<file path="src/rtl/mem_bridge_pkg.sv">
// rtl/mem_bridge_pkg.sv - shared types and constants for the memory bridge
//
// Purpose: FSM state encoding, RV32I load/store funct3 codes, fault cause
// codes, default timeout and small decode helpers used by mem_bridge.
// Ports: none (package).
package mem_bridge_pkg;

  typedef enum logic [1:0] {
    ST_IDLE  = 2'd0,
    ST_ADDR  = 2'd1,
    ST_RDATA = 2'd2,
    ST_DONE  = 2'd3
  } state_t;

  localparam logic [2:0] F3_B  = 3'b000;
  localparam logic [2:0] F3_H  = 3'b001;
  localparam logic [2:0] F3_W  = 3'b010;
  localparam logic [2:0] F3_BU = 3'b100;
  localparam logic [2:0] F3_HU = 3'b101;

  localparam logic [1:0] CAUSE_NONE    = 2'b00;
  localparam logic [1:0] CAUSE_MISALGN = 2'b01;
  localparam logic [1:0] CAUSE_TIMEOUT = 2'b10;
  localparam logic [1:0] CAUSE_ILLEGAL = 2'b11;

  localparam int TIMEOUT_DEF = 255;

  // Stores only exist as sb/sh/sw; the unsigned codes are load-only.
  function automatic logic f3_illegal(input logic [2:0] f3, input logic is_store);
    logic plain;
    plain = (f3 == F3_B) || (f3 == F3_H) || (f3 == F3_W);
    return (f3 == 3'b011) || (f3 == 3'b110) || (f3 == 3'b111) ||
           (is_store && !plain);
  endfunction

  // funct3[1:0] encodes the access size for every legal code.
  function automatic logic f3_misaligned(input logic [2:0] f3, input logic [1:0] off);
    return ((f3[1:0] == 2'b01) && off[0]) ||
           ((f3[1:0] == 2'b10) && (off != 2'b00));
  endfunction

endpackage

</file>
<file path="src/rtl/mem_bridge_if.sv">
// rtl/mem_bridge_if.sv - word-addressed memory request/response bus
//
// Purpose: groups the external memory channel of the bridge.
// Signals: m_valid/m_ready request handshake carrying m_we, m_addr,
// m_wstrb, m_wdata; m_rvalid/m_rdata read response (no back-pressure).
// Modports: master (bridge side), slave (memory side).
interface mem_bridge_if #(
  parameter int ADDR_W = 32
);
  logic              m_valid;
  logic              m_ready;
  logic              m_we;
  logic [ADDR_W-1:0] m_addr;
  logic [3:0]        m_wstrb;
  logic [31:0]       m_wdata;
  logic              m_rvalid;
  logic [31:0]       m_rdata;

  modport master (
    output m_valid, m_we, m_addr, m_wstrb, m_wdata,
    input  m_ready, m_rvalid, m_rdata
  );

  modport slave (
    input  m_valid, m_we, m_addr, m_wstrb, m_wdata,
    output m_ready, m_rvalid, m_rdata
  );
endinterface

</file>
<file path="src/rtl/mem_lane_align.sv">
// rtl/mem_lane_align.sv - byte-lane alignment for stores and loads
//
// Purpose: purely combinational. Builds store strobes and lane-replicated
// store data, and extracts/extends the addressed byte or half of a read word.
// Ports:
//   funct3   in  3   load/store width and sign code
//   offset   in  2   byte offset within the word
//   st_data  in  32  unaligned store data (rs2)
//   ld_word  in  32  word returned by memory
//   st_strb  out 4   byte write strobes
//   st_word  out 32  replicated store data
//   ld_data  out 32  extended load result
module mem_lane_align
  import mem_bridge_pkg::*;
(
  input  logic [2:0]  funct3,
  input  logic [1:0]  offset,
  input  logic [31:0] st_data,
  input  logic [31:0] ld_word,
  output logic [3:0]  st_strb,
  output logic [31:0] st_word,
  output logic [31:0] ld_data
);

  logic [7:0]  ld_byte;
  logic [15:0] ld_half;

  always_comb begin
    st_strb = 4'b1111;
    st_word = st_data;
    case (funct3[1:0])
      2'b00: begin
        st_strb = 4'b0001 << offset;
        st_word = {4{st_data[7:0]}};
      end
      2'b01: begin
        st_strb = 4'b0011 << offset;
        st_word = {2{st_data[15:0]}};
      end
      default: ;
    endcase
  end

  always_comb begin
    ld_byte = ld_word[7:0];
    case (offset)
      2'd1:    ld_byte = ld_word[15:8];
      2'd2:    ld_byte = ld_word[23:16];
      2'd3:    ld_byte = ld_word[31:24];
      default: ;
    endcase
    // Halves are only ever fetched at offset 0 or 2 after the alignment check.
    ld_half = offset[1] ? ld_word[31:16] : ld_word[15:0];

    ld_data = ld_word;
    case (funct3)
      F3_B:    ld_data = {{24{ld_byte[7]}}, ld_byte};
      F3_BU:   ld_data = {24'd0, ld_byte};
      F3_H:    ld_data = {{16{ld_half[15]}}, ld_half};
      F3_HU:   ld_data = {16'd0, ld_half};
      default: ;
    endcase
  end

endmodule

</file>
<file path="src/rtl/mem_bridge.sv">
// rtl/mem_bridge.sv - core datapath to external memory bus bridge
//
// Purpose: performs one load/store per req: alignment checks, store strobe
// generation, load extension, bus timeout, busy/done handshake to the core.
// Ports:
//   clk, reset            clock, async active-low reset
//   req, we, funct3,      access request and attributes, sampled in IDLE
//   addr, wdata
//   busy, done            stall indication and one-cycle completion pulse
//   rdata                 extended load data, kept until the next load
//   fault, fault_cause    failure flag/cause, valid with done
//   mem                   memory bus (mem_bridge_if master)
module mem_bridge
  import mem_bridge_pkg::*;
#(
  parameter int ADDR_W  = 32,
  parameter int TIMEOUT = TIMEOUT_DEF
) (
  input  logic              clk,
  input  logic              reset,
  input  logic              req,
  input  logic              we,
  input  logic [2:0]        funct3,
  input  logic [ADDR_W-1:0] addr,
  input  logic [31:0]       wdata,
  output logic              busy,
  output logic              done,
  output logic [31:0]       rdata,
  output logic              fault,
  output logic [1:0]        fault_cause,
  mem_bridge_if.master      mem
);

  // Last cycle index before the budget of TIMEOUT cycles is spent.
  localparam logic [7:0] TO_LAST = 8'(TIMEOUT - 1);

  state_t            state_q, state_d;
  logic [7:0]        cnt_q, cnt_d;
  logic [2:0]        f3_q, f3_d;
  logic [1:0]        off_q, off_d;
  logic              busy_q, busy_d;
  logic              done_q, done_d;
  logic              fault_q, fault_d;
  logic [1:0]        cause_q, cause_d;
  logic [31:0]       rdata_q, rdata_d;
  logic              m_valid_q, m_valid_d;
  logic              m_we_q, m_we_d;
  logic [ADDR_W-1:0] m_addr_q, m_addr_d;
  logic [3:0]        m_wstrb_q, m_wstrb_d;
  logic [31:0]       m_wdata_q, m_wdata_d;

  logic [1:0]        fin_cause;
  logic [2:0]        al_f3;
  logic [1:0]        al_off;
  logic [3:0]        al_strb;
  logic [31:0]       al_word;
  logic [31:0]       al_ld;

  // In IDLE the aligner prepares the store from the live request; afterwards
  // it extracts the load using the latched attributes.
  assign al_f3  = (state_q == ST_IDLE) ? funct3    : f3_q;
  assign al_off = (state_q == ST_IDLE) ? addr[1:0] : off_q;

  mem_lane_align u_align (
    .funct3  (al_f3),
    .offset  (al_off),
    .st_data (wdata),
    .ld_word (mem.m_rdata),
    .st_strb (al_strb),
    .st_word (al_word),
    .ld_data (al_ld)
  );

  always_comb begin
    state_d   = state_q;
    cnt_d     = cnt_q;
    f3_d      = f3_q;
    off_d     = off_q;
    rdata_d   = rdata_q;
    m_we_d    = m_we_q;
    m_addr_d  = m_addr_q;
    m_wstrb_d = m_wstrb_q;
    m_wdata_d = m_wdata_q;
    fin_cause = CAUSE_NONE;

    case (state_q)
      ST_IDLE: begin
        if (req) begin
          f3_d  = funct3;
          off_d = addr[1:0];
          if (f3_illegal(funct3, we)) begin
            state_d   = ST_DONE;
            fin_cause = CAUSE_ILLEGAL;
          end else if (f3_misaligned(funct3, addr[1:0])) begin
            state_d   = ST_DONE;
            fin_cause = CAUSE_MISALGN;
          end else begin
            state_d   = ST_ADDR;
            cnt_d     = 8'd0;
            m_we_d    = we;
            m_addr_d  = {addr[ADDR_W-1:2], 2'b00};
            m_wstrb_d = we ? al_strb : 4'b0000;
            m_wdata_d = we ? al_word : 32'd0;
          end
        end
      end

      ST_ADDR: begin
        cnt_d = cnt_q + 8'd1;
        // A handshake in the final budget cycle still completes the request.
        if (mem.m_ready) begin
          state_d = m_we_q ? ST_DONE : ST_RDATA;
        end else if (cnt_q >= TO_LAST) begin
          state_d   = ST_DONE;
          fin_cause = CAUSE_TIMEOUT;
        end
      end

      ST_RDATA: begin
        cnt_d = cnt_q + 8'd1;
        if (mem.m_rvalid) begin
          state_d = ST_DONE;
          rdata_d = al_ld;
        end else if (cnt_q >= TO_LAST) begin
          state_d   = ST_DONE;
          fin_cause = CAUSE_TIMEOUT;
        end
      end

      ST_DONE: begin
        state_d = ST_IDLE;
      end

      default: state_d = ST_IDLE;
    endcase

    // Outputs are registered copies of what the next state implies.
    busy_d    = (state_d != ST_IDLE);
    m_valid_d = (state_d == ST_ADDR);
    done_d    = (state_d == ST_DONE);
    cause_d   = done_d ? fin_cause : CAUSE_NONE;
    fault_d   = done_d && (fin_cause != CAUSE_NONE);
  end

  always_ff @(posedge clk or negedge reset) begin
    if (!reset) begin
      state_q   <= ST_IDLE;
      cnt_q     <= 8'd0;
      f3_q      <= 3'd0;
      off_q     <= 2'd0;
      busy_q    <= 1'b0;
      done_q    <= 1'b0;
      fault_q   <= 1'b0;
      cause_q   <= CAUSE_NONE;
      rdata_q   <= 32'd0;
      m_valid_q <= 1'b0;
      m_we_q    <= 1'b0;
      m_addr_q  <= '0;
      m_wstrb_q <= 4'd0;
      m_wdata_q <= 32'd0;
    end else begin
      state_q   <= state_d;
      cnt_q     <= cnt_d;
      f3_q      <= f3_d;
      off_q     <= off_d;
      busy_q    <= busy_d;
      done_q    <= done_d;
      fault_q   <= fault_d;
      cause_q   <= cause_d;
      rdata_q   <= rdata_d;
      m_valid_q <= m_valid_d;
      m_we_q    <= m_we_d;
      m_addr_q  <= m_addr_d;
      m_wstrb_q <= m_wstrb_d;
      m_wdata_q <= m_wdata_d;
    end
  end

  assign busy        = busy_q;
  assign done        = done_q;
  assign fault       = fault_q;
  assign fault_cause = cause_q;
  assign rdata       = rdata_q;
  assign mem.m_valid = m_valid_q;
  assign mem.m_we    = m_we_q;
  assign mem.m_addr  = m_addr_q;
  assign mem.m_wstrb = m_wstrb_q;
  assign mem.m_wdata = m_wdata_q;

endmodule

</file>
<file path="src/flat_wrapper.sv">
// flat-port wrapper written by rule: the top's interface ports become plain ports
module mem_bridge_flat import mem_bridge_pkg::*;
#(
  parameter int ADDR_W  = 32,
  parameter int TIMEOUT = TIMEOUT_DEF
)
  (clk, reset, req, we, funct3, addr, wdata, busy, done, rdata, fault, fault_cause, mem_m_valid, mem_m_we, mem_m_addr, mem_m_wstrb, mem_m_wdata, mem_m_ready, mem_m_rvalid, mem_m_rdata);
  mem_bridge_if #(.ADDR_W(ADDR_W)) mem_i ();
  input  logic clk;
  input  logic reset;
  input  logic req;
  input  logic we;
  input  logic [2:0] funct3;
  input  logic [ADDR_W-1:0] addr;
  input  logic [31:0] wdata;
  output logic busy;
  output logic done;
  output logic [31:0] rdata;
  output logic fault;
  output logic [1:0] fault_cause;
  output wire logic [$bits(mem_i.m_valid)-1:0] mem_m_valid;
  output wire logic [$bits(mem_i.m_we)-1:0] mem_m_we;
  output wire logic [$bits(mem_i.m_addr)-1:0] mem_m_addr;
  output wire logic [$bits(mem_i.m_wstrb)-1:0] mem_m_wstrb;
  output wire logic [$bits(mem_i.m_wdata)-1:0] mem_m_wdata;
  input wire logic [$bits(mem_i.m_ready)-1:0] mem_m_ready;
  input wire logic [$bits(mem_i.m_rvalid)-1:0] mem_m_rvalid;
  input wire logic [$bits(mem_i.m_rdata)-1:0] mem_m_rdata;
  assign mem_m_valid = mem_i.m_valid;
  assign mem_m_we = mem_i.m_we;
  assign mem_m_addr = mem_i.m_addr;
  assign mem_m_wstrb = mem_i.m_wstrb;
  assign mem_m_wdata = mem_i.m_wdata;
  assign mem_i.m_ready = mem_m_ready;
  assign mem_i.m_rvalid = mem_m_rvalid;
  assign mem_i.m_rdata = mem_m_rdata;
  mem_bridge #(.ADDR_W(ADDR_W), .TIMEOUT(TIMEOUT)) u_core (.clk(clk), .reset(reset), .req(req), .we(we), .funct3(funct3), .addr(addr), .wdata(wdata), .busy(busy), .done(done), .rdata(rdata), .fault(fault), .fault_cause(fault_cause), .mem(mem_i));
endmodule
</file>
<file path="config.mk">
export PLATFORM = sky130hd
export DESIGN_NAME = mem_bridge_flat
export DESIGN_NICKNAME = d
export VERILOG_FILES = /design/src/rtl/mem_bridge_pkg.sv /design/src/rtl/mem_bridge_if.sv /design/src/rtl/mem_lane_align.sv /design/src/rtl/mem_bridge.sv /design/src/flat_wrapper.sv
export SDC_FILE = /design/constraint.sdc
export NUM_CORES = 1
export LEC_CHECK = 0
export BUFFER_PORTS_ARGS = -buffer_cell sky130_fd_sc_hd__buf_2
export CAP_MARGIN = 15
export CORE_MARGIN = 3
export CORE_UTILIZATION = 46
export DETAILED_ROUTE_END_ITERATION = 12
export PLACE_DENSITY = 0.82
export SLEW_MARGIN = 5
export SYNTH_ARGS = -nofsm -noshare
export SYNTH_HDL_FRONTEND = slang
export SYNTH_HIERARCHICAL = 1
export SYNTH_SLANG_ARGS = --single-unit
export TNS_END_PERCENT = 20
</file>
<file path="constraint.sdc">
create_clock -name clk -period 2.3 [get_ports clk]
set_input_delay 0.115 -clock clk [delete_from_list [all_inputs] [get_ports clk]]
set_output_delay 0.115 -clock clk [all_outputs]
set_load 0.01 [all_outputs]
</file>
==> impl_metrics.env, run 1 <==
export IMPL_irDropWorstVdd_uv=786.0
export IMPL_p_per_area_nw_per_um2=1500
export IMPL_port_buffer_count=209
export IMPL_endpoint_kind="flip-flop"
export IMPL_tightestPinTransition_ns=0.5984
export IMPL_insertion_delay_ns=0.41
export IMPL_postLayoutCoreUtil=0.6480
export IMPL_synthArstFlopShare=1.000
export IMPL_root_buffer="clkbuf_16"
export IMPL_ys_ff_latch=120
export IMPL_start_kind="flip-flop"
export IMPL_setup_viol=0
export IMPL_initial_core_util=0.4731
export IMPL_dp_cells=981
export IMPL_vias_per_cell=5.377
export IMPL_dp_final_hpwl_microns=12620
export IMPL_hold_viol=0
export IMPL_clock_fmax_mhz=436.7
export IMPL_final_nets=974
export IMPL_hold_class="input port to flip-flop"
export IMPL_die_w_microns=123.2
export IMPL_track_usage=0.2388
export IMPL_relSlewSlack=0.6011
export IMPL_yosysSeqAreaShare=0.4755
export IMPL_worst_ep_required_time_ns=2.60
export IMPL_status="finished, final reports clean"
export IMPL_synth_avg_cell_area_sq_um=10.28
export IMPL_grt_antenna_before_repair=0
export IMPL_vias=5657
export IMPL_routed_wl_microns=18220
export IMPL_cts_tree="built"
export IMPL_antenna_left=0
export IMPL_fp_dieH_microns=123.2
export IMPL_numCtsBuffers=17
export IMPL_synth_edf_count=0
export IMPL_placementRows=42
export IMPL_coreArea_sq_um=13350
export IMPL_finalNonFillerCells=1052
export IMPL_path_clk_slew_ns=0.06
export IMPL_stdcell_area_sq_um=8650
export IMPL_overflow=0
export IMPL_drv_cap=0
export IMPL_synth_ff_type="dfrtp_1"
export IMPL_period_needed_ns=2.290
export IMPL_io_pin_count=212
export IMPL_syn_cell_area_sq_um=6315
export IMPL_slew_viol_final=0
export IMPL_syn_inst=614
export IMPL_dieArea_sq_um=15170
export IMPL_syn2layout_area_growth_pct=36.97
export IMPL_yosys_warnings=6
export IMPL_htree_levels=4
export IMPL_grt_max_degree=84
export IMPL_min_period_over_period=0.9956
export IMPL_grt_pass1_wl_microns=28210
export IMPL_drc=0
export IMPL_wl_per_cell_microns=17.32
export IMPL_rsz0062_at_grt="true"
export IMPL_critPathArrivalTime_ns=2.59
export IMPL_worstSetupPathType="flip-flop to flip-flop"
export IMPL_fill_cells=1039
export IMPL_drt_iter0_drc=435
export IMPL_crit_fanout=8
export IMPL_grt_pass1_vias=5621
export IMPL_netlist_cell_type_count=58
export IMPL_drive_gt1_frac=0.4304
export IMPL_p_leak_nw=4.293
export IMPL_dr_pass1_iters=5
export IMPL_post_dp_cell_area_sq_um=7610
export IMPL_skew_ns=0.007732
export IMPL_place_congestion=0.9179
export IMPL_clk_path_buf_depth=2
export IMPL_diodes=0
export IMPL_clock_sinks=120
-- synthesized netlist by cell type, drive strengths merged (9+ instances only) --
cell,n,area (sq um)
clkbuf,17,63.81
inv,14,52.55
mux2,83,938.4
o22a,10,87.58
buf,35,215.2
o221ai,11,96.34
dfrtp,120,3003
a21oi,10,50.05
nor2b,14,87.58
nor2,9,33.78
o21ai,63,319.1
nand2,141,531.8
-- timing repair --
| item | 4_1_cts | 5_1_grt |
|---|---|---|
| hold endpoints to repair | 77 | 0 |
| setup endpoints to repair | 21 | 13 |
| pin swaps | 0 | 2 |
| hold buffers | 37 | 0 |
| gates cloned | 0 | 1 |
| buffers inserted | 0 | 1 |
| resized for setup | 4 | 4 |
-- metal layers --
layer  GRT usage  vias to the layer above  wire length, microns
met2      0.4145                      253                  9156
li1            -                     2648                     -
met3     0.06359                       35                  1417
met4     0.08235                        0                   342
met5           0                        -                     0
met1      0.2867                     2721                  7303
-- worst max-delay path, stage by stage (launching register included) --
cell and delay [ns]:
dfrtp_1 0.39, inv_2 0.08, ha_4 0.20, mux2_4 0.37, mux2_4 0.34, or4_4 0.41, o211a_1 0.13, mux2_2 0.25
-- flip-flops by register name, indices dropped and copies added, names as in the netlist --
| signal | cells |
|---|---|
| u_core/mem.m_wdata | 32 |
| u_core/rdata | 32 |
| u_core/mem.m_addr | 30 |
| u_core/cnt_q | 8 |
| u_core/mem.m_wstrb | 4 |
| u_core/f3_q | 3 |
| u_core/fault_cause | 2 |
| u_core/off_q | 2 |
| u_core/state_q | 2 |
| u_core/busy | 1 |
| u_core/done | 1 |
| u_core/fault | 1 |
| u_core/mem.m_valid | 1 |
| u_core/mem.m_we | 1 |
-- power by group --
part | internal [mW] | total, mW | switching (mW)
Sequential | 3.11 | 3.65 | 0.541
Combinational | 3.08 | 6.45 | 3.37
Clock | 1.95 | 2.88 | 0.925
Total | 8.14 | 13.0 | 4.84
-- logic make-up (layout without fill, tap and decap cells) --
kind of cell | Yosys count | count (layout) | share of synthesized area
other | 1 | 2 | 0.0005938
and+or+nand+nor | 199 | 199 | 0.1415
DFF | 120 | 120 | 0.4755
muxes | 97 | 98 | 0.1827
adders and majority gates | 6 | 6 | 0.01189
buffers and inverters | 68 | 328 | 0.05370
AOI/OAI and AO/OA | 123 | 123 | 0.1341
-- per-stage QoR --
stage	total power [mW]	worst slack, ns	setup TNS [ns]	hold WS, ns
2_1_floorplan	7.716	-0.04259	-0.1961	-0.1806
3_3_place_gp	9.672	0.006619	0	0.1564
3_5_place_dp	9.891	-0.09357	-0.5753	0.1623
4_1_cts	12.89	0.03577	0	0.009040
5_1_grt	13.83	-0.03886	-0.1390	0.01704
6_report	12.97	0.01010	0	0.02752
-- final timing paths --
path                                        from               endpoint  slack (ns)  depth (start not counted)
max                            u_core/state_q[0]        u_core/rdata[7]        0.01                          7
min                                     wdata[1]  u_core/mem.m_wdata[1]        0.03                          3
max reg2reg                    u_core/state_q[0]        u_core/rdata[7]        0.01                          7
min reg2reg                u_core/mem.m_wstrb[3]  u_core/mem.m_wstrb[3]        0.47                          2
max in group asynchronous                  reset            u_core/busy        1.29                          3
min in group asynchronous                  reset       u_core/rdata[30]        0.25                          2
-- layout make-up --
type	count	area, sq um	area share
multi-input cells	428	3020	0.3492
well taps	176	220.2	0.02546
flip-flops and latches	120	3003	0.3472
repair buffers	280	1715	0.1983
inverters	16	60.06	0.006943
clock buffers	24	461.7	0.05338
clock inverters	8	168.9	0.01953
-- layout by cell type (no fill, tap or decap), types with 2 or more instances in the layout --
cell           count
nand3_1            3
buf_12             3
mux2_2            80
o211ai_1           4
clkinv_2           2
or2_2              4
and3_1             5
a211oi_1           3
dfrtp_1          120
nor2_1             8
buf_2            208
inv_2              2
mux2i_1            8
o21ai_0           52
nand3b_1           2
a221o_1            5
buf_4             31
mux2_4             4
dlygate4sd3_1     37
conb_1             2
nand2b_1           6
nor2b_1           14
ha_1               5
nand2_1          140
nor3b_1            5
clkbuf_16         17
o22a_1            10
inv_1             12
o221ai_1          11
clkbuf_1           6
clkinv_1           2
nor3_1             2
o21ai_1           10
mux4_2             6
a21oi_1           10
bufinv_16          5
a211o_1            2
Note: power is estimated with default switching activity, not from simulation.
==> inputs of run 2 (changes only) <==
- CELL_PAD_IN_SITES_DETAIL_PLACEMENT: default -> 0
- CELL_PAD_IN_SITES_GLOBAL_PLACEMENT: default -> 1
- CORE_UTILIZATION: 46 -> 35
- SETUP_SLACK_MARGIN: default -> 0.4
==> impl_metrics.env, run 2 (synthesis results as in run 1) <==
export IMPL_status="finished, final reports clean"
export IMPL_grt_pass1_wl_microns=29470
export IMPL_wl_per_cell_microns=17.17
export IMPL_numCtsBuffers=17
export IMPL_slew_viol_final=0
export IMPL_reg2reg_to="u_core/rdata[14]"
export IMPL_dieArea_sq_um=19690
export IMPL_total_power_mw=13.03
export IMPL_routed_wl_microns=18960
export IMPL_syn2layout_area_growth_pct=39.85
export IMPL_clk_path_buf_depth=2
export IMPL_drc=0
export IMPL_root_buffer="clkbuf_16"
export IMPL_insertion_delay_ns=0.41
export IMPL_tightestPinTransition_ns=0.6856
export IMPL_final_cell_mix="208 x buf_2, 140 x nand2_1, 120 x dfrtp_1, 61 x mux2_2, 48 x o21ai_0"
export IMPL_drt_iter0_drc=323
export IMPL_r2r_setup_slack_ns=0.01
export IMPL_period_needed_ns=2.287
export IMPL_hold_class="input port to flip-flop"
export IMPL_diodes=0
export IMPL_clock_sinks=120
export IMPL_endpoint_kind="flip-flop"
export IMPL_relSlewSlack=0.5429
export IMPL_fp_dieH_microns=140.3
export IMPL_cp_startpoint="u_core/state_q[1]"
export IMPL_hold_viol=0
export IMPL_grt_max_degree=121
export IMPL_irDropWorstVdd_uv=673.7
export IMPL_worstRegToRegCells=9
export IMPL_vias_per_cell=5.050
export IMPL_htree_levels=4
export IMPL_overflow=0
export IMPL_initial_core_util=0.3613
export IMPL_coreArea_sq_um=17480
export IMPL_endpoint="u_core/rdata[14]"
export IMPL_path_clk_slew_ns=0.06
export IMPL_start_kind="flip-flop"
export IMPL_grt_pass1_vias=5535
export IMPL_worstSetupPathType="flip-flop to flip-flop"
export IMPL_final_nets=979
export IMPL_dp_final_hpwl_microns=12780
export IMPL_reg2reg_from="u_core/state_q[1]"
export IMPL_rsz0062_at_grt="true"
export IMPL_vias=5575
export IMPL_worst_ep_required_time_ns=2.60
export IMPL_place_congestion=0.8868
export IMPL_drv_cap=0
export IMPL_setup_slack_ns=0.01315
export IMPL_placementRows=48
export IMPL_antenna_left=0
export IMPL_mostFrequentLayoutCell="buf_2"
export IMPL_dr_pass1_iters=5
export IMPL_drive_gt1_frac=0.4551
export IMPL_fin_hold_ws_ns=0.007386
export IMPL_port_buffer_count=209
export IMPL_track_usage=0.1878
export IMPL_crit_fanout=8
export IMPL_skew_ns=0.005725
export IMPL_critPathArrivalTime_ns=2.58
export IMPL_grt_antenna_before_repair=3
export IMPL_io_pin_count=212
export IMPL_die_w_microns=140.3
export IMPL_dp_slack_ns=-0.01257
export IMPL_clock_fmax_mhz=437.3
export IMPL_p_leak_nw=4.387
export IMPL_min_period_over_period=0.9943
export IMPL_setup_viol=0
export IMPL_p_per_area_nw_per_um2=1476
export IMPL_cts_tree="built"
[run 2: cell count changes in the layout (fill, tap and decap cells not counted), sizes merged]
cell         change
clkinvlp         +3
bufinv           -3
dlygate4sd3      -1
clkinv           +1
buf              +6
clkbuf           -3
[run 2: routing by layer]
layer  vias up  share of wire  track usage
met2       222           0.48       0.3085
li1       2647              -            -
met3        31          0.082      0.06384
met4         6          0.016      0.04742
met5         -         0.0018            0
met1      2669           0.42       0.2388
[run 2: worst max-delay path, cell delays in order (launching register included)]
cell	delay, ns
dfrtp_1	0.39
inv_2	0.08
ha_4	0.14
buf_6	0.10
mux2_4	0.37
mux2_2	0.32
a22oi_4	0.23
buf_6	0.15
o221ai_1	0.12
mux2_2	0.27
[run 2: power breakdown]
group / switching, mW / internal, mW / total [mW]
Sequential: 0.542 / 3.11 / 3.65
Combinational: 3.49 / 3.36 / 6.85
Clock: 0.934 / 1.60 / 2.53
Total: 4.97 / 8.07 / 13.0
[run 2: worst min path at each step]
stage                                        to  depth (start not counted)  slack, ns     start
final                     u_core/mem.m_wdata[5]                          3      0.007  wdata[5]
after global routing      u_core/mem.m_wdata[3]                          3       0.01  wdata[3]
after CTS                 u_core/mem.m_wdata[5]                          3     0.0004  wdata[5]
after detailed placement       u_core/rdata[29]                          2       0.28     reset
after global placement         u_core/rdata[29]                          2       0.28     reset
after floorplan                     u_core/busy                          0      -0.18     reset
[run 2: through the flow]
stage	TNS (ns)	cells	utilization	cell area, sq um
2_1_floorplan	-0.1961	615	-	6354
3_3_place_gp	0	1027	0.4369	7636
3_5_place_dp	-0.03497	1027	0.4369	7636
4_1_cts	0	1100	0.4938	8631
5_1_grt	-0.4144	1104	0.5053	8831
6_report	0	1104	0.5053	8831
[run 2: what timing repair did]
action	in CTS	in global routing
pin swaps	5	8
endpoints found under the hold margin	155	0
cloned	1	1
gates resized for setup	4	54
hold buffers	36	0
setup endpoints to repair	58	87
setup buffers	6	3
[run 2: final cells by class]
type,count,area [sq um]
inverters,16,60.06
fillers,1645,8646
well taps,225,281.5
clock buffers,21,450.4
repair buffers,285,1769
clock inverters,9,102.6
flip-flops and latches,120,3003
multi-input cells,428,3164
==> inputs of run 3 (changes only) <==
- SETUP_SLACK_MARGIN: 0.4 -> default
==> impl_metrics.env, run 3 (synthesis results as in run 1) <==
export IMPL_vias_per_cell=5.032
export IMPL_skew_ns=0.006040
export IMPL_coreArea_sq_um=17480
export IMPL_hold_viol=0
export IMPL_grt_max_degree=69
export IMPL_routed_wl_microns=18830
export IMPL_worstRegToRegCells=7
export IMPL_min_period_over_period=1.005
export IMPL_grt_antenna_before_repair=4
export IMPL_slew_viol_final=0
export IMPL_crit_fanout=7
export IMPL_start_kind="flip-flop"
export IMPL_fp_dieH_microns=140.3
export IMPL_dieArea_sq_um=19690
export IMPL_total_power_mw=12.93
export IMPL_hold_class="input port to flip-flop"
export IMPL_rsz0062_at_grt="true"
export IMPL_critPathArrivalTime_ns=2.61
export IMPL_mostFrequentLayoutCell="buf_2"
export IMPL_antenna_left=0
export IMPL_final_nets=977
export IMPL_grt_pass1_wl_microns=29860
export IMPL_endpoint_kind="flip-flop"
export IMPL_setup_viol=1
export IMPL_postLayoutCoreUtil=0.5005
export IMPL_path_clk_slew_ns=0.06
export IMPL_relSlewSlack=0.3523
export IMPL_grt_pass1_vias=5517
export IMPL_fin_hold_ws_ns=0.02405
export IMPL_stdcell_area_sq_um=8747
export IMPL_port_buffer_count=209
export IMPL_irDropWorstVdd_uv=720.3
export IMPL_setup_slack_ns=-0.01068
export IMPL_dp_cells=1026
export IMPL_hold_depth=2
export IMPL_drt_iter0_drc=313
export IMPL_tightestPinTransition_ns=0.9594
export IMPL_io_pin_count=212
export IMPL_top_layer="met5"
export IMPL_clk_path_buf_depth=2
export IMPL_drive_gt1_frac=0.4391
export IMPL_placementRows=48
export IMPL_clock_sinks=120
export IMPL_syn2layout_area_growth_pct=38.52
export IMPL_violations="setup timing"
export IMPL_final_cell_mix="208 x buf_2, 140 x nand2_1, 120 x dfrtp_1, 81 x mux2_2, 52 x o21ai_0"
export IMPL_worst_ep_required_time_ns=2.60
export IMPL_clock_fmax_mhz=432.8
export IMPL_initial_core_util=0.3613
export IMPL_cts_tree="built"
export IMPL_wl_met2_microns=8959
export IMPL_diodes=0
export IMPL_period_needed_ns=2.311
export IMPL_worstSetupPathType="flip-flop to flip-flop"
export IMPL_insertion_delay_ns=0.42
export IMPL_wl_per_cell_microns=17.05
export IMPL_dp_final_hpwl_microns=13030
export IMPL_finalNonFillerCells=1104
export IMPL_fill_cells=1623
export IMPL_status="complete, but fails checks"
export IMPL_die_w_microns=140.3
export IMPL_p_leak_nw=4.298
export IMPL_track_usage=0.1895
export IMPL_overflow=0
export IMPL_dr_pass1_iters=5
export IMPL_drc=0
export IMPL_htree_levels=4
export IMPL_drv_cap=0
export IMPL_place_congestion=0.8675
export IMPL_numCtsBuffers=17
export IMPL_p_per_area_nw_per_um2=1479
export IMPL_dr_wl_met3_microns=1444
export IMPL_root_buffer="clkbuf_16"
export IMPL_post_dp_cell_area_sq_um=7641
export IMPL_m1WireLength_microns=7929
export IMPL_vias=5555
## run 3: worst paths after layout
kind | endpoint | slack, ns | startpoint
min | u_core/f3_q[1] | 0.02 | funct3[1]
min reg2reg | u_core/mem.m_wdata[9] | 0.47 | u_core/mem.m_wdata[9]
max in group asynchronous | u_core/mem.m_wdata[23] | 1.41 | reset
max | u_core/rdata[7] | -0.01 | u_core/state_q[0]
max reg2reg | u_core/rdata[7] | -0.01 | u_core/state_q[0]
min in group asynchronous | u_core/rdata[4] | 0.16 | reset
## run 3: power by group
part           leakage (nW)  switching, mW  total (mW)  internal (mW)
clock                 0.299           1.02        2.87           1.85
sequential             1.50          0.545        3.65           3.11
combinational          2.50           3.35        6.42           3.07
total                  4.30           4.91        12.9           8.02
## run 3: final cells by class
type	instances	area, sq um	share of cell area
inverter	16	60.06	0.006866
timing repair buffer	282	1730	0.1978
sequential	120	3003	0.3433
clock buffer	18	439.2	0.05021
clock inverter	14	195.2	0.02231
tap	225	281.5	0.03218
multi-input combinational	429	3038	0.3473
## run 3: stage by stage
stage | setup WS [ns] | setup TNS, ns
6_report | -0.01068 | -0.01068
5_1_grt | -0.06232 | -0.5204
4_1_cts | 0.01792 | 0
3_5_place_dp | -0.05295 | -0.2638
3_3_place_gp | 0.004987 | 0
2_1_floorplan | -0.04259 | -0.1961
## run 3: repair_timing
item,in CTS,in global routing
resized for setup,3,5
cloned,0,2
endpoints found under the setup margin,16,29
hold buffers,37,0
endpoints found under the hold margin,61,0
pin swaps,0,3
setup buffers,0,7
## run 3: worst max-delay path, stage by stage (launching register included)
cell,delay [ns]
dfrtp_1,0.39
inv_2,0.08
ha_4,0.20
mux2_4,0.38
mux2_4,0.34
or4_1,0.40
o211a_1,0.12
mux2_2,0.26
## run 3: layer usage
layer | track usage | vias up
li1 | - | 2661
met1 | 0.2410 | 2631
met2 | 0.3009 | 220
met3 | 0.05872 | 35
met4 | 0.07700 | 8
met5 | 0 | -
